`src/rtl/fft_pkg.sv`:
```
// Shared definitions for the FFT butterfly result path: result indices,
// display glyph constants and the result width.
package fft_pkg;

    localparam int DATA_W = 8;

    typedef enum logic [1:0] {
        RES_REY = 2'd0,
        RES_IMY = 2'd1,
        RES_REZ = 2'd2,
        RES_IMZ = 2'd3
    } res_idx_t;

    // Segment order is {g,f,e,d,c,b,a}, active high
    localparam logic [6:0] SEG_BLANK   = 7'b0000000;
    localparam logic [6:0] SEG_MINUS   = 7'b1000000;
    localparam logic [6:0] SEG_INVALID = 7'b0001000;

endpackage

```
`src/rtl/hex_to_seg.sv`:
```
// Combinational hex nibble to seven-segment decoder, segments {g,f,e,d,c,b,a}
// active high.
module hex_to_seg (
    input  logic [3:0] nibble,
    output logic [6:0] seg
);

    always_comb begin
        seg = 7'b0000000;
        unique case (nibble)
            4'h0: seg = 7'b0111111;
            4'h1: seg = 7'b0000110;
            4'h2: seg = 7'b1011011;
            4'h3: seg = 7'b1001111;
            4'h4: seg = 7'b1100110;
            4'h5: seg = 7'b1101101;
            4'h6: seg = 7'b1111101;
            4'h7: seg = 7'b0000111;
            4'h8: seg = 7'b1111111;
            4'h9: seg = 7'b1101111;
            4'hA: seg = 7'b1110111;
            4'hB: seg = 7'b1111100;
            4'hC: seg = 7'b0111001;
            4'hD: seg = 7'b1011110;
            4'hE: seg = 7'b1111001;
            4'hF: seg = 7'b1110001;
            default: seg = 7'b0000000;
        endcase
    end

endmodule

```
`src/rtl/fft_result_display.sv`:
```
// Captures the four butterfly outputs into a result file and scans the
// selected entry onto a 4-digit display. FFT_SIGNED_DISPLAY_EN selects sign-magnitude view.
module fft_result_display
    import fft_pkg::res_idx_t, fft_pkg::RES_REY, fft_pkg::RES_IMY,
           fft_pkg::RES_REZ, fft_pkg::RES_IMZ, fft_pkg::SEG_BLANK,
           fft_pkg::SEG_MINUS, fft_pkg::SEG_INVALID;
#(
    parameter int DATA_W   = 8,
    parameter int SCAN_DIV = 1024
) (
    input  logic              Clock,
    input  logic              Reset,
    input  logic [DATA_W-1:0] result,
    input  logic              display_ReY,
    input  logic              display_ImY,
    input  logic              display_ReZ,
    input  logic              display_ImZ,
    input  logic              clear,
    input  logic [1:0]        view_sel,
    output logic [6:0]        seg,
    output logic [3:0]        digit_en,
    output logic              all_valid,
    output logic              frame_done
);

    localparam int PW = (SCAN_DIV > 1) ? $clog2(SCAN_DIV) : 1;

    logic [PW-1:0]     prescale;
    logic              wrap;
    logic [1:0]        idx;
    logic [1:0]        idx_next;
    logic [DATA_W-1:0] entry [4];
    logic [3:0]        valid;
    logic [3:0]        valid_next;
    logic              wr_en;
    res_idx_t          wr_idx;

    logic [DATA_W-1:0] sel_data;
    logic              sel_valid;
    logic [DATA_W-1:0] mag;
    logic [6:0]        sign_seg;
    logic [3:0]        nibble;
    logic [6:0]        hex_seg;
    logic [6:0]        seg_next;

    // Strobe priority ReY > ImY > ReZ > ImZ; clear suppresses any write
    always_comb begin
        wr_en  = 1'b0;
        wr_idx = RES_REY;
        if (display_ReY) begin
            wr_en  = 1'b1;
            wr_idx = RES_REY;
        end else if (display_ImY) begin
            wr_en  = 1'b1;
            wr_idx = RES_IMY;
        end else if (display_ReZ) begin
            wr_en  = 1'b1;
            wr_idx = RES_REZ;
        end else if (display_ImZ) begin
            wr_en  = 1'b1;
            wr_idx = RES_IMZ;
        end
        if (clear) wr_en = 1'b0;

        valid_next = valid;
        if (clear)      valid_next = '0;
        else if (wr_en) valid_next[wr_idx] = 1'b1;
    end

    assign wrap     = (prescale == PW'(SCAN_DIV - 1));
    assign idx_next = wrap ? idx + 2'd1 : idx;
    assign all_valid = &valid;

    assign sel_data  = entry[view_sel];
    assign sel_valid = valid[view_sel];

`ifdef FFT_SIGNED_DISPLAY_EN
    // 8'h80 negates to itself, which reads correctly as magnitude 80
    always_comb begin
        mag      = sel_data[DATA_W-1] ? (~sel_data + 1'b1) : sel_data;
        sign_seg = sel_data[DATA_W-1] ? SEG_MINUS : SEG_BLANK;
    end
`else
    assign mag      = sel_data;
    assign sign_seg = SEG_BLANK;
`endif

    assign nibble = idx_next[0] ? mag[DATA_W-1:4] : mag[3:0];

    hex_to_seg u_hex_to_seg (
        .nibble (nibble),
        .seg    (hex_seg)
    );

    // Decoded from the upcoming index so seg and digit_en switch together
    always_comb begin
        seg_next = SEG_BLANK;
        unique case (idx_next)
            2'd0, 2'd1: seg_next = hex_seg;
            2'd2:       seg_next = SEG_BLANK;
            2'd3:       seg_next = sign_seg;
            default:    seg_next = SEG_BLANK;
        endcase
        if (!sel_valid) seg_next = SEG_INVALID;
    end

    always_ff @(posedge Clock) begin
        if (Reset) begin
            prescale   <= '0;
            idx        <= '0;
            valid      <= '0;
            frame_done <= 1'b0;
            seg        <= SEG_BLANK;
            digit_en   <= 4'b0001;
            for (int unsigned i = 0; i < 4; i++) entry[i] <= '0;
        end else begin
            prescale   <= wrap ? '0 : prescale + 1'b1;
            idx        <= idx_next;
            valid      <= valid_next;
            frame_done <= ~(&valid) & (&valid_next);
            seg        <= seg_next;
            digit_en   <= 4'b0001 << idx_next;
            if (wr_en) entry[wr_idx] <= result;
        end
    end

endmodule

```
`config.mk`:
```
export PLATFORM = sky130hd
export DESIGN_NAME = fft_result_display
export DESIGN_NICKNAME = d
export VERILOG_FILES = /design/src/rtl/fft_pkg.sv /design/src/rtl/hex_to_seg.sv /design/src/rtl/fft_result_display.sv
export SDC_FILE = /design/constraint.sdc
export NUM_CORES = 1
export LEC_CHECK = 0
export ABC_AREA = 1
export BUFFER_PORTS_ARGS = -buffer_cell sky130_fd_sc_hd__buf_2
export CAP_MARGIN = 20
export CORE_UTILIZATION = 25
export DETAILED_ROUTE_END_ITERATION = 8
export PLACE_DENSITY = 0.51
export SKIP_LAST_GASP = 1
export SLEW_MARGIN = 25
export SYNTH_ARGS = -nofsm -noshare
export SYNTH_HDL_FRONTEND = slang
export SYNTH_SLANG_ARGS = --single-unit
```
`constraint.sdc`:
```
create_clock -name Clock -period 3.1 [get_ports Clock]
set_input_delay 0.465 -clock Clock [delete_from_list [all_inputs] [get_ports Clock]]
set_output_delay 0.465 -clock Clock [all_outputs]
set_load 0.005 [all_outputs]
```
==> flow_summary.html <==
<table>
<tr><th>Metric</th><th>Value</th></tr>
<tr><th colspan="2">Layout</th></tr>
<tr><td>Highest-count cells in the layout ignoring fill and taps</td><td>nand2_1 (76), nor2_1 (51), inv_1 (49), edfxtp_1 (32), buf_2 (29)</td></tr>
<tr><td>Fraction of layout cells with a size suffix above 1</td><td>16.8%</td></tr>
<tr><td>Fin util</td><td>31.7%</td></tr>
<tr><td>Total area of sequential cells</td><td>1520 µm²</td></tr>
<tr><td>Fillers</td><td>1154</td></tr>
<tr><td>Number of nets in the layout</td><td>393</td></tr>
<tr><td>Post-route cell area</td><td>3480 µm²</td></tr>
<tr><td>Area of the multi-input gates</td><td>1090 µm²</td></tr>
<tr><td>Most frequent standard cell in the layout excluding fill and tap cells</td><td>nand2_1</td></tr>
<tr><td>Diodes inserted</td><td>0</td></tr>
<tr><td>Synthesis-to-layout area growth</td><td>22.1%</td></tr>
<tr><th colspan="2">Yosys</th></tr>
<tr><td>Area fraction of the dominant cell type after synthesis</td><td>33.7%</td></tr>
<tr><td>Dominant combinational cell family by area after synthesis</td><td>simple AND/OR/NAND/NOR gates</td></tr>
<tr><td>Yosys Warn Count</td><td>0</td></tr>
<tr><td>Synthesized-area fraction occupied by and/or/nand/nor cells</td><td>26.0%</td></tr>
<tr><td>Sequential cell area fraction in the yosys report</td><td>53.4%</td></tr>
<tr><td>Xor and xnor fraction of the mapped netlist area</td><td>0.921%</td></tr>
<tr><td>Cells after synthesis</td><td>335</td></tr>
<tr><td>Post-synthesis instance area</td><td>2850 µm²</td></tr>
<tr><td>Number of unique standard cell types used by synthesis</td><td>35</td></tr>
<tr><td>Dominant cells by area after synthesis</td><td>edfxtp_1 (34%), dfxtp_1 (20%), nand2_1 (10%)</td></tr>
<tr><td>Fraction of synthesized area in multiplexers</td><td>0%</td></tr>
<tr><td>Synth Area in Adders</td><td>2.63%</td></tr>
<tr><td>Number of flip-flops and latches in the synthesized netlist</td><td>60</td></tr>
<tr><td>Synthesized netlist net count</td><td>358</td></tr>
<tr><td>Compound-cell area share of the yosys netlist</td><td>8.73%</td></tr>
<tr><td>Synthesized area divided by synthesized cell count</td><td>8.51 µm²</td></tr>
<tr><td>Library cell occupying the most area in the post-synthesis netlist</td><td>edfxtp_1</td></tr>
<tr><th colspan="2">Clocking</th></tr>
<tr><td>Worst-Skew Late Latency</td><td>0.33 ns</td></tr>
<tr><td>Num Clock Sinks</td><td>60</td></tr>
<tr><td>TritonCTS clock tree</td><td>done</td></tr>
<tr><td>Post CTS Setup Buffer Count</td><td>0</td></tr>
<tr><td>Post-CTS clock slew at the launch and capture registers of the worst setup and hold paths</td><td>0.06 ns</td></tr>
<tr><td>Hold-fix buffer count after cts</td><td>0</td></tr>
<tr><td>CTS Buffer Depth</td><td>2</td></tr>
<tr><td>CTS root buf</td><td>clkbuf_16</td></tr>
<tr><td>Quantity of gates resized following cts</td><td>0</td></tr>
<tr><td>TritonCTS buffer count</td><td>9</td></tr>
<tr><td>Number of levels in the clock H-tree</td><td>3</td></tr>
<tr><th colspan="2">Global route</th></tr>
<tr><td>Maximum number of pins on one net before global-route repair</td><td>20</td></tr>
<tr><td>Initial antenna violation count</td><td>0</td></tr>
<tr><td>Global-route wire length before repair</td><td>10.1 mm</td></tr>
<tr><td>Total Routing Usage GR</td><td>11.3%</td></tr>
<tr><td>Total congestion overflow after global routing</td><td>0</td></tr>
<tr><td>Vias in the first global route</td><td>2220</td></tr>
<tr><th colspan="2">Setup path</th></tr>
<tr><td>Worst Path Required</td><td>3.35 ns</td></tr>
<tr><td>Maximum fanout along the worst path</td><td>9</td></tr>
<tr><td>Worst Path Arrival</td><td>2.58 ns</td></tr>
<tr><td>Maximum single-stage delay on the critical path</td><td>0.35 ns</td></tr>
<tr><td>Worst path slowest cell</td><td>dfxtp_1</td></tr>
<tr><td>Most Frequent Cell on Critical Path</td><td>nand2_1</td></tr>
<tr><td>Worst Setup End Kind</td><td>register</td></tr>
<tr><td>Critical Path, Cell by Cell</td><td>ha_1 -&gt; nand2_1 -&gt; nor2_4 -&gt; nand4_4 -&gt; nand2_4 -&gt; inv_1 -&gt; nand2_1 -&gt; nand2_1 -&gt; inv_1 -&gt; ha_1 -&gt; nand3b_1 -&gt; nand3_1 -&gt; nand3_1 -&gt; a21oi_1</td></tr>
<tr><td>Worst Setup Start Kind</td><td>register</td></tr>
<tr><td>CP Class</td><td>register to register</td></tr>
<tr><th colspan="2">Placed design</th></tr>
<tr><td>Placed instance area</td><td>3140 µm²</td></tr>
<tr><td>DP Wirelength</td><td>4.42 mm</td></tr>
<tr><td>Final Wtd Congestion</td><td>0.788</td></tr>
<tr><td>I/O Buffers</td><td>29</td></tr>
<tr><th colspan="2">Power</th></tr>
<tr><td>Sequential share of power</td><td>40.6%</td></tr>
<tr><td>Reported leakage power</td><td>1.60 nW</td></tr>
<tr><td>Post-layout total power</td><td>2.21 mW</td></tr>
<tr><td>VDD IR max</td><td>0.000291 V</td></tr>
<tr><td>Net Sw Power</td><td>484 µW</td></tr>
<tr><td>Fraction of power spent switching nets</td><td>21.9%</td></tr>
<tr><td>Part of the power in combinational logic</td><td>8.1%</td></tr>
<tr><td>Power per standard cell area</td><td>635 nW/µm²</td></tr>
<tr><td>Cell-internal power</td><td>1.73 mW</td></tr>
<tr><td>Power share of the clock group</td><td>51.4%</td></tr>
<tr><th colspan="2">Timing</th></tr>
<tr><td>Final worst path period share</td><td>75.3%</td></tr>
<tr><td>Smallest hold slack</td><td>0.435 ns</td></tr>
<tr><td>Final TNS setup</td><td>0 ns</td></tr>
<tr><td>Minimum clock period after layout</td><td>2.33 ns</td></tr>
<tr><td>Slew headroom</td><td>71.9%</td></tr>
<tr><td>Fmax</td><td>428 MHz</td></tr>
<tr><td>Final Hold Viols</td><td>0</td></tr>
<tr><td>Skew final</td><td>0.00821 ns</td></tr>
<tr><td>Actual transition at the worst max-transition pin</td><td>0.420 ns</td></tr>
<tr><td>Final setup violation count</td><td>0</td></tr>
<tr><td>RSZ-0062 raised after global routing</td><td>false</td></tr>
<tr><td>Final-report max-slew violation count</td><td>0</td></tr>
<tr><th colspan="2">Floorplanning</th></tr>
<tr><td>Die Width</td><td>109 µm</td></tr>
<tr><td>Num ports</td><td>30</td></tr>
<tr><td>Core footprint</td><td>11000 µm²</td></tr>
<tr><td>Effective utilization at floorplan</td><td>26.0%</td></tr>
<tr><td>Vertical die dimension</td><td>109 µm</td></tr>
<tr><td>Number of core rows</td><td>38</td></tr>
<tr><td>Area of the die</td><td>11800 µm²</td></tr>
<tr><th colspan="2">Outcome</th></tr>
<tr><td>Outcome</td><td>finished clean</td></tr>
<tr><th colspan="2">Min path</th></tr>
<tr><td>Worst hold path class</td><td>register to register</td></tr>
<tr><th colspan="2">Detailed routing</th></tr>
<tr><td>Average wire per standard cell</td><td>11.3 µm</td></tr>
<tr><td>Via count of the routed design</td><td>2209</td></tr>
<tr><td>Average vias per placed instance</td><td>4.29</td></tr>
<tr><td># DRC</td><td>0</td></tr>
<tr><td>Initial drt markers</td><td>99</td></tr>
<tr><td>Routed Antenna Nets</td><td>0</td></tr>
<tr><td>First-pass iteration count of the detailed router</td><td>4</td></tr>
<tr><td>Wire length after detailed routing</td><td>5.82 mm</td></tr>
<tr><th colspan="2">Job</th></tr>
<tr><td>Max-capacitance violation count</td><td>0</td></tr>
</table>
## cells in the mapped netlist (all sizes together)
cell type  count
nand2         82
nor2          53
inv           52
edfxtp        32
dfxtp         28
o21ai         20
a21oi         18
nand3         17
ha             6
buf            5
nor3           3
or2            3
nand3b         2
o211ai         2
xor2           2
a211oi         1
a22o           1
a31oi          1
clkbuf         1
clkinv         1
nand4          1
nor3b          1
nor4           1
o22ai          1
xnor2          1
## per-stage QoR
stage / setup WS, ns / cells
finish: 0.766 / 515
global route: 0.473 / 515
CTS: 0.748 / 515
detailed placement: 0.691 / 499
global placement: 0.773 / 499
floorplan: 1.03 / 335
## final cells by class
class | count | area share (%)
inverters | 53 | 5.71
multi-input cells | 216 | 31.4
repair buffers | 30 | 4.38
flip-flops and latches | 60 | 43.7
clock buffers | 10 | 6.58
clock inverters | 6 | 3.23
well taps | 140 | 5.03
## cell families (layout without fill, tap and decap cells)
group,after synthesis,in the layout
buffers and inverters,59,99
AND/OR/NAND/NOR,163,163
flip-flops,60,60
XOR/XNOR,3,3
adder cells (fa/ha/maj),6,6
AO/OA/AOI/OAI,44,44
## sequential cells by signal, indices dropped and copies added, names as in the netlist
| register | cells |
|---|---|
| prescale | 10 |
| frame_done | 1 |
| idx | 2 |
| digit_en | 4 |
| valid | 4 |
| seg | 7 |
| entry | 32 |
## worst paths after layout
path                               start                      to  slack (ns)  depth (start not counted)
setup reg to reg  prescale[0]$_SDFF_PP0_       seg[3]$_SDFF_PP0_        0.77                         14
setup / recovery  prescale[0]$_SDFF_PP0_       seg[3]$_SDFF_PP0_        0.77                         14
hold reg to reg        idx[1]$_SDFF_PP0_  digit_en[1]$_SDFF_PP0_        0.43                          1
hold / removal         idx[1]$_SDFF_PP0_  digit_en[1]$_SDFF_PP0_        0.43                          1
## power groups by stage
stage	clock network, mW	registers, mW	logic (mW)
final	1.14	0.897	0.179
after global routing	1.20	0.900	0.208
after CTS	1.16	0.897	0.181
after detailed placement	0	0.913	0.179
after global placement	0	0.913	0.178
after floorplan	0	0.907	0.131
## worst max-delay path: cells and delay by family, from the launching register on
| kind | cells | cell delay (ns) |
|---|---|---|
| adders and majority gates | 2 | 0.40 |
| buffers and inverters | 2 | 0.21 |
| and+or+nand+nor | 9 | 1.12 |
| DFF | 1 | 0.35 |
| AOI/OAI and AO/OA | 1 | 0.15 |
## layer usage
metal  global-route usage, %  vias up  wire [µm]
met4                    5.50        0        125
met3                    3.53       10        255
met2                    18.4       46       2610
met1                    13.4     1012       2820
li1                        -     1141          -
met5                       0        -          0
Note: power is estimated with default switching activity, not from simulation.
